**src/rtl/fifo_rd_stream.sv**
```systemverilog
// Read-side consumer: pops the async FIFO head into a 2-deep skid and streams bounded bursts on valid/ready.
// Latency: one cycle from rinc to m_valid when the buffer is empty; one word per cycle sustained.
// Backpressure: m_ready only affects buffer occupancy; rinc stops at occ==2. Optional RD_STATS_EN adds stall_cnt.
module fifo_rd_stream #(
    parameter int DATA_W = 8,
    parameter int LEN_W  = 24
) (
    input  logic              rclk,
    input  logic              rrst,
    input  logic [DATA_W-1:0] rdata,
    input  logic              rempty,
    output logic              rinc,
    input  logic              start,
    input  logic [LEN_W-1:0]  len,
    input  logic              abort,
    output logic              m_valid,
    input  logic              m_ready,
    output logic [DATA_W-1:0] m_data,
    output logic              m_last,
    output logic              busy,
    output logic              done,
    output logic [LEN_W-1:0]  xfer_cnt
`ifdef RD_STATS_EN
    ,
    output logic [15:0]       stall_cnt
`endif
);

    typedef enum logic [1:0] {IDLE, ACTIVE, DRAIN} state_t;

    localparam logic [LEN_W-1:0] LEN_ONE = LEN_W'(1);

    state_t            state;
    state_t            state_nxt;
    logic [LEN_W-1:0]  fetch_left;
    logic [1:0]        occ;
    logic [DATA_W-1:0] head_dat;
    logic              head_last;
    logic [DATA_W-1:0] tail_dat;
    logic              tail_last;
    logic              push;
    logic              pop;
    logic              start_acc;

    assign push      = rinc;
    assign pop       = m_valid && m_ready;
    assign start_acc = (state == IDLE) && start;

    always_ff @(posedge rclk or posedge rrst) begin
        if (rrst) begin
            state <= IDLE;
        end else begin
            state <= state_nxt;
        end
    end

    always_comb begin
        state_nxt = state;
        case (state)
            IDLE: begin
                if (start) begin
                    state_nxt = (len != '0) ? ACTIVE : DRAIN;
                end
            end
            ACTIVE: begin
                if (abort) begin
                    state_nxt = DRAIN;
                end else if (rinc && (fetch_left == LEN_ONE)) begin
                    state_nxt = DRAIN;
                end
            end
            DRAIN: begin
                if (occ == 2'd0) begin
                    state_nxt = IDLE;
                end
            end
            default: state_nxt = IDLE;
        endcase
    end

    // rinc depends only on registered state, rempty and abort, never on m_ready.
    always_comb begin
        rinc = (state == ACTIVE) && !abort && !rempty && (fetch_left != '0) && (occ != 2'd2);
        busy = (state != IDLE);
    end

    always_ff @(posedge rclk or posedge rrst) begin
        if (rrst) begin
            done <= 1'b0;
        end else begin
            done <= (state == DRAIN) && (occ == 2'd0);
        end
    end

    always_ff @(posedge rclk or posedge rrst) begin
        if (rrst) begin
            fetch_left <= '0;
        end else if (start_acc) begin
            fetch_left <= len;
        end else if (push) begin
            fetch_left <= fetch_left - LEN_ONE;
        end
    end

    always_ff @(posedge rclk or posedge rrst) begin
        if (rrst) begin
            xfer_cnt <= '0;
        end else if (start_acc) begin
            xfer_cnt <= '0;
        end else if (pop && (xfer_cnt != '1)) begin
            xfer_cnt <= xfer_cnt + LEN_ONE;
        end
    end

    // Head register feeds m_data directly; the tail slot only fills while the head is stalled.
    always_ff @(posedge rclk or posedge rrst) begin
        if (rrst) begin
            occ       <= 2'd0;
            head_dat  <= '0;
            head_last <= 1'b0;
            tail_dat  <= '0;
            tail_last <= 1'b0;
        end else begin
            case (occ)
                2'd0: begin
                    if (push) begin
                        head_dat  <= rdata;
                        head_last <= (fetch_left == LEN_ONE);
                        occ       <= 2'd1;
                    end
                end
                2'd1: begin
                    if (push && pop) begin
                        head_dat  <= rdata;
                        head_last <= (fetch_left == LEN_ONE);
                    end else if (push) begin
                        tail_dat  <= rdata;
                        tail_last <= (fetch_left == LEN_ONE);
                        occ       <= 2'd2;
                    end else if (pop) begin
                        occ       <= 2'd0;
                    end
                end
                2'd2: begin
                    if (pop) begin
                        head_dat  <= tail_dat;
                        head_last <= tail_last;
                        occ       <= 2'd1;
                    end
                end
                default: occ <= 2'd0;
            endcase
        end
    end

    assign m_valid = (occ != 2'd0);
    assign m_data  = head_dat;
    assign m_last  = head_last && m_valid;

`ifdef RD_STATS_EN
    always_ff @(posedge rclk or posedge rrst) begin
        if (rrst) begin
            stall_cnt <= '0;
        end else if (start_acc) begin
            stall_cnt <= '0;
        end else if ((state == ACTIVE) && rempty && (fetch_left != '0) && (stall_cnt != 16'hFFFF)) begin
            stall_cnt <= stall_cnt + 16'd1;
        end
    end
`endif

endmodule

```
**config.mk**
```make
export PLATFORM = sky130hd
export DESIGN_NAME = fifo_rd_stream
export DESIGN_NICKNAME = d
export VERILOG_FILES = /design/src/rtl/fifo_rd_stream.sv
export SDC_FILE = /design/constraint.sdc
export NUM_CORES = 1
export LEC_CHECK = 0
export CELL_PAD_IN_SITES_DETAIL_PLACEMENT = 0
export CELL_PAD_IN_SITES_GLOBAL_PLACEMENT = 1
export CORE_MARGIN = 3
export CORE_UTILIZATION = 40
export CTS_CLUSTER_DIAMETER = 30
export DETAILED_ROUTE_END_ITERATION = 8
export GPL_TIMING_DRIVEN = 0
export PLACE_DENSITY_LB_ADDON = 0.1
export SLEW_MARGIN = 25
export SYNTH_ARGS = -nofsm -noshare
export SYNTH_HDL_FRONTEND = slang
export SYNTH_SLANG_ARGS = --single-unit
```
**constraint.sdc**
```tcl
create_clock -name rclk -period 4.2 [get_ports rclk]
set_input_delay 0.84 -clock rclk [delete_from_list [all_inputs] [get_ports rclk]]
set_output_delay 0.84 -clock rclk [all_outputs]
set_load 0.02 [all_outputs]
```
==> Word level (Yosys, flattened, before mapping) <==
Index checks and enable logic that the tools add are counted.
{ "totals": {"wordCells": 77, "rom_bits": 0, "reg_bits": 71, "latch_bits": 0, "ram_bits": 0, "in_bits": 38, "memories": 0, "output_inout_bits": 37} }
{ "op_classes": {"n_shift": 0, "n_mul": 0, "mux": 24, "n_addsub": 2, "n_bitwise": 1, "n_reduce_logical": 26, "n_eq_ne": 15, "div_mod_pow": 0, "magnitude_cmp": 0} }
{ "ops": {"columns": ["op", "count"], "rows": [
  ["$mux W24", 4],
  ["$reduce_bool A24 Y1", 2],
  ["$add A24 B1 Y24 const B", 1],
  ["$eq A24 B1 Y1 const B", 1],
  ["$mux W8", 3],
  ["$ne A24 B24 Y1 const B", 1],
  ["$pmux W8 S3", 1],
  ["$sub A24 B1 Y24 const B", 1],
  ["$mux W2", 10],
  ["$ne A2 B2 Y1 const B", 7],
  ["$pmux W2 S3", 2],
  ["$logic_and A1 B1 Y1", 11],
  ["$reduce_and A4 Y1", 2],
  ["$reduce_bool A2 Y1", 4],
  ["$ne A3 B3 Y1 const B", 2],
  ["$reduce_and A3 Y1", 2],
  ["$eq A2 B1 Y1 const B", 2],
  ["$eq A2 B2 Y1 const B", 2],
  ["$logic_not A2 Y1", 2],
  ["$mux W1", 3],
  ["$pmux W1 S3", 1],
  ["$reduce_bool A3 Y1", 1],
  ["$logic_not A1 Y1", 2],
  ["$not A1 Y1", 1]
]} }

==> Depth between registers and ports, before layout <==
Gate-level depths: netlist of the first run.
{ "logic_depth": {"depth_word": 9, "ltp_mapped": 9, "mapped_depth_nobuf": 8} }

==> Least setup slack after synthesis of the first run <==
OpenSTA, ideal clock, no wires.
{ "synth_path": {"kind": "in2reg", "start": "input port abort", "end": "register head_last", "stages": 5, "t_arrival_ns": 2.575, "setup_ns": 0.125, "path_slack_ns": 1.500, "n_path_buf": 0, "path_cell_list": "or3b_2 > nor3_2 > o21ai_4 > o31ai_2 > mux2_2"} }
{ "synth_via": {"elab_chain_cells": 8, "word_cells_on_any_way": 9, "classes_between": "eq/ne: 2; reduce/logical: 7"} }
{ "synth_lines": {"columns": ["item", "line_no", "source"], "rows": [
  ["from (decl)", "15", "input logic abort,"],
  ["$logic_not A1 Y1 *", "83", "rinc = (state == ACTIVE) && !abort && !rempty && (fetch_left != '0) && (occ != 2'd2);"],
  ["$logic_and A1 B1 Y1 * (4 in series)", "83", null],
  ["$logic_and A1 B1 Y1", "133", "if (push && pop) begin"],
  ["$ne A2 B2 Y1 (no line)", null, null],
  ["$reduce_and A4 Y1 (no line) *", null, null],
  ["to (signal assigned)", "128", "head_last <= (fetch_left == LEN_ONE);"],
  ["to (signal assigned)", "135", "head_last <= (fetch_left == LEN_ONE);"],
  ["to (signal assigned)", "147", "head_last <= tail_last;"],
  ["to (decl)", "38", "logic head_last;"]
]} }
Every way passes the cells marked *; elsewhere a longest branch is shown, timed or not.
A chain may end at the register's enable or synchronous reset.

==> Worst setup path in the final report of the first run <==
{ "layout_path": {"start": "input port abort", "end": "output port rinc"} }
{ "layout_via": {"elab_chain_cells": 5} }
{ "layout_lines": {"columns": ["item", "line_no", "source"], "rows": [
  ["$logic_not A1 Y1", "83", null],
  ["$logic_and A1 B1 Y1 (4 in series)", "83", null],
  ["to (decl)", "12", "output logic rinc,"]
]} }
Every way passes these cells.

==> impl_metrics.tcl, run 1 <==
set metrics [dict create \
    syn_nets 448 \
    vdd_ir_drop_max_mv 0.238 \
    antenna_cells 0 \
    die_area_mm2 0.0111 \
    crit_slowest_cell "clkdlybuf4s50_1" \
    setup_viol 0 \
    power_mw 2.47 \
    setup.worst_path.start_class "input pin" \
    hold_viol_final 0 \
    synth-edff-count 0 \
    synthArstFlopShare_pct 100 \
    crit_chain "clkdlybuf4s50_1 > or3b_2 > nor3_2 > o21ai_4 > inv_2 > clkdlybuf4s50_1" \
    routed_wl_um 10500 \
    grt-ovfl-total 0 \
    die_w_um 105 \
    initial_core_util_pct 42.0 \
    max_slew.worst_pin.slew_ns 0.886 \
    grt_use_total_pct 19.3 \
    ys_seq_area_share_pct 45.0 \
    row_count 35 \
    p_per_area_mw_per_mm2 489 \
    drv_cap 0 \
    slew_violations 0 \
    whs_ns 0.507 \
    crit_arrival_ns 3.00 \
    cp_max_fo 9 \
    cts_tree "yes" \
    nNetsFinal 534 \
    ys_dominant_reg_cell "dfrtp_1" \
    worstReg2RegEnd "tail_dat[7]" \
    place_ws_ns 0.427 \
    critical-path-max-stage-delay_ns 0.65 \
    dp_hpwl_um 7580 \
    avgViaCountPerCell 5.63 \
    drt_first_pass_iters 4 \
    worstPathRequired_ns 3.36 \
    io_pins 75 \
    grt_max_degree 41 \
    antenna_found_initial 0 \
    fin_area_mm2 0.00505 \
    setup_tns_ns 0 \
    cts_buffer_depth 2 \
    use_met3_pct 3.61 \
    cts_hold_buf 0 \
    dp_cells 611 \
    cts_buffers 9 \
    numPortBuffers 74 \
    finalWeightedCongestion 0.815 \
    grt_use_met2_pct 29.9 \
    via_count 3527 \
    drc_errors 0 \
    hp-class "reg2reg" \
    drive_gt1_share_pct 14.3 \
    rrSetupSlack_ns 1.51 \
    final.fill_count 917 \
    relSlewSlack_pct 40.6 \
    syn-cell-area_mm2 0.00395 \
    stdcell_count 627 \
    max_freq_mhz 261 \
    setup_ws_ns 0.362 \
    place_area_mm2 0.00488 \
    htree_levels 3 \
    p_leak_nw 1.92 \
    fin_util_pct 53.6 \
    post_cts_buffers 0 \
    die_h_um 105 \
    cp_common_cell "clkdlybuf4s50_1" \
    grt_pass1_wl_um 17100 \
    ys_seq_elements 71 \
    status "finished, final reports clean" \
    top_usage_layer "met2" \
    cts_root_buffer "clkbuf_8" \
    area_growth_pct 27.7 \
    startpoint "abort" \
    clock-sinks 71 \
    setup.worst_path.class "in2out" \
    met1_usage_pct 27.7 \
    synthCells 407 \
    fin_crit_ns 3.84 \
    insertion_delay_ns 0.35 \
    rsz0062_at_grt "no" \
    drt_iter0_drc 139 \
    core_area_mm2 0.00942 \
    grt_pass1_vias 3294 \
    finalClockSkew_ns 0.0105 \
    syn_avg_cell_area_um2 9.71 \
    wl_per_cell_um 16.7 \
    endpoint_kind "primary output" \
    cp-endpoint "rinc" \
    clkTransAtPathRegs_ns 0.08 \
    r2r-start "fetch_left[0]" \
    timing.final.crit_share_pct 91.4 \
    ys.warnings.count 0 \
    cts_resized 0 \
    postRouteAntennaNets 0 \
    yosysUniqueCellTypes 61 \
    r2r_cells 9 \
]
synth_stat cells (4+ instances only):
| cell type | n | area (um2) |
|---|---|---|
| nor4_1 | 17 | 106 |
| inv_1 | 11 | 41.3 |
| xnor2_1 | 4 | 35.0 |
| or3_1 | 20 | 125 |
| and3_1 | 4 | 25.0 |
| o211ai_1 | 10 | 75.1 |
| o31a_1 | 4 | 35.0 |
| clkbuf_1 | 9 | 33.8 |
| o21ai_0 | 20 | 100 |
| buf_2 | 5 | 25.0 |
| mux2_2 | 27 | 304 |
| o21a_1 | 4 | 30.0 |
| and2_1 | 4 | 25.0 |
| a21oi_1 | 16 | 80.1 |
| nor3_1 | 10 | 50.1 |
| xor2_1 | 5 | 43.8 |
| a31oi_1 | 9 | 56.3 |
| dfrtp_1 | 71 | 1780 |
| nand4_1 | 8 | 50.1 |
| nor2_1 | 31 | 116 |
| or2_2 | 5 | 31.3 |
| nand3_1 | 14 | 70.1 |
| or4_1 | 8 | 60.1 |
| nand2_1 | 37 | 139 |
cell type report:
| class | count | area [um2] | area share, % |
|---|---|---|---|
| timing repair buffer | 75 | 761 | 15.1 |
| clock inverter | 7 | 47.5 | 0.942 |
| multi-input combinational | 307 | 2050 | 40.6 |
| tap | 129 | 161 | 3.20 |
| clock buffer | 9 | 124 | 2.45 |
| sequential | 71 | 1780 | 35.2 |
| inverter | 12 | 47.5 | 0.942 |
| buffer | 17 | 81.3 | 1.61 |
placed cells by master (no fill, tap or decap), types with 9 or more instances in the layout:
cell type / netlist / routed
nand2_1: 37 / 37
a21oi_1: 16 / 16
nor2_1: 31 / 31
clkdlybuf4s50_1: 0 / 74
a31oi_1: 9 / 9
inv_1: 11 / 10
dfrtp_1: 71 / 71
o211ai_1: 10 / 10
or3_1: 20 / 20
mux2_2: 27 / 27
clkbuf_8: 0 / 9
nand3_1: 14 / 14
clkbuf_1: 9 / 9
nor3_1: 10 / 10
nor4_1: 17 / 17
o21ai_0: 20 / 20
registers in the layout (all words and copies together), names as in the netlist:
register / flops
occ: 2
m_data: 8
tail_dat: 8
xfer_cnt: 24
tail_last: 1
head_last: 1
state: 2
done: 1
fetch_left: 24
worst min-delay path by stage:
stage | endpoint | cells past startpoint | from
floorplan | head_last | 1 | head_last
detailed placement | tail_dat[1] | 1 | tail_dat[1]
finish | tail_dat[6] | 1 | tail_dat[6]
global placement | tail_dat[1] | 1 | tail_dat[1]
global route | tail_dat[6] | 1 | tail_dat[6]
CTS | tail_dat[1] | 1 | tail_dat[1]
critical path, delay by kind of cell:
kind            cells  cell delay [ns]
buf+inv             3             1.28
compound gates      1             0.11
simple gates        2             0.77
layer usage:
layer,up-vias,routed length [um]
met1,1720,4910
met3,10,519
met4,0,121
met5,-,0
li1,1712,-
met2,85,4940
report_power, final:
part	leakage, nW	switching, mW	internal, mW
clock network	0.0854	0.285	0.214
registers	0.918	0.183	0.891
logic	0.918	0.485	0.410
total	1.92	0.953	1.52
cells by family after synthesis:
family | count (synthesis) | share of synthesized area, %
compound gates | 87 | 15.4
fa+ha+maj | 3 | 0.950
xor+xnor | 9 | 1.99
simple gates | 177 | 24.7
mux | 31 | 8.83
flops | 71 | 45.0
buf+inv | 29 | 3.20
Power figures use the tool's default switching activity.
==> inputs of run 2 (changes only) <==
Settings changed: SKIP_CTS_REPAIR_TIMING set to 1.
==> results of run 2 <==
Final layout, timing and power as in run 1 (identical DEF).
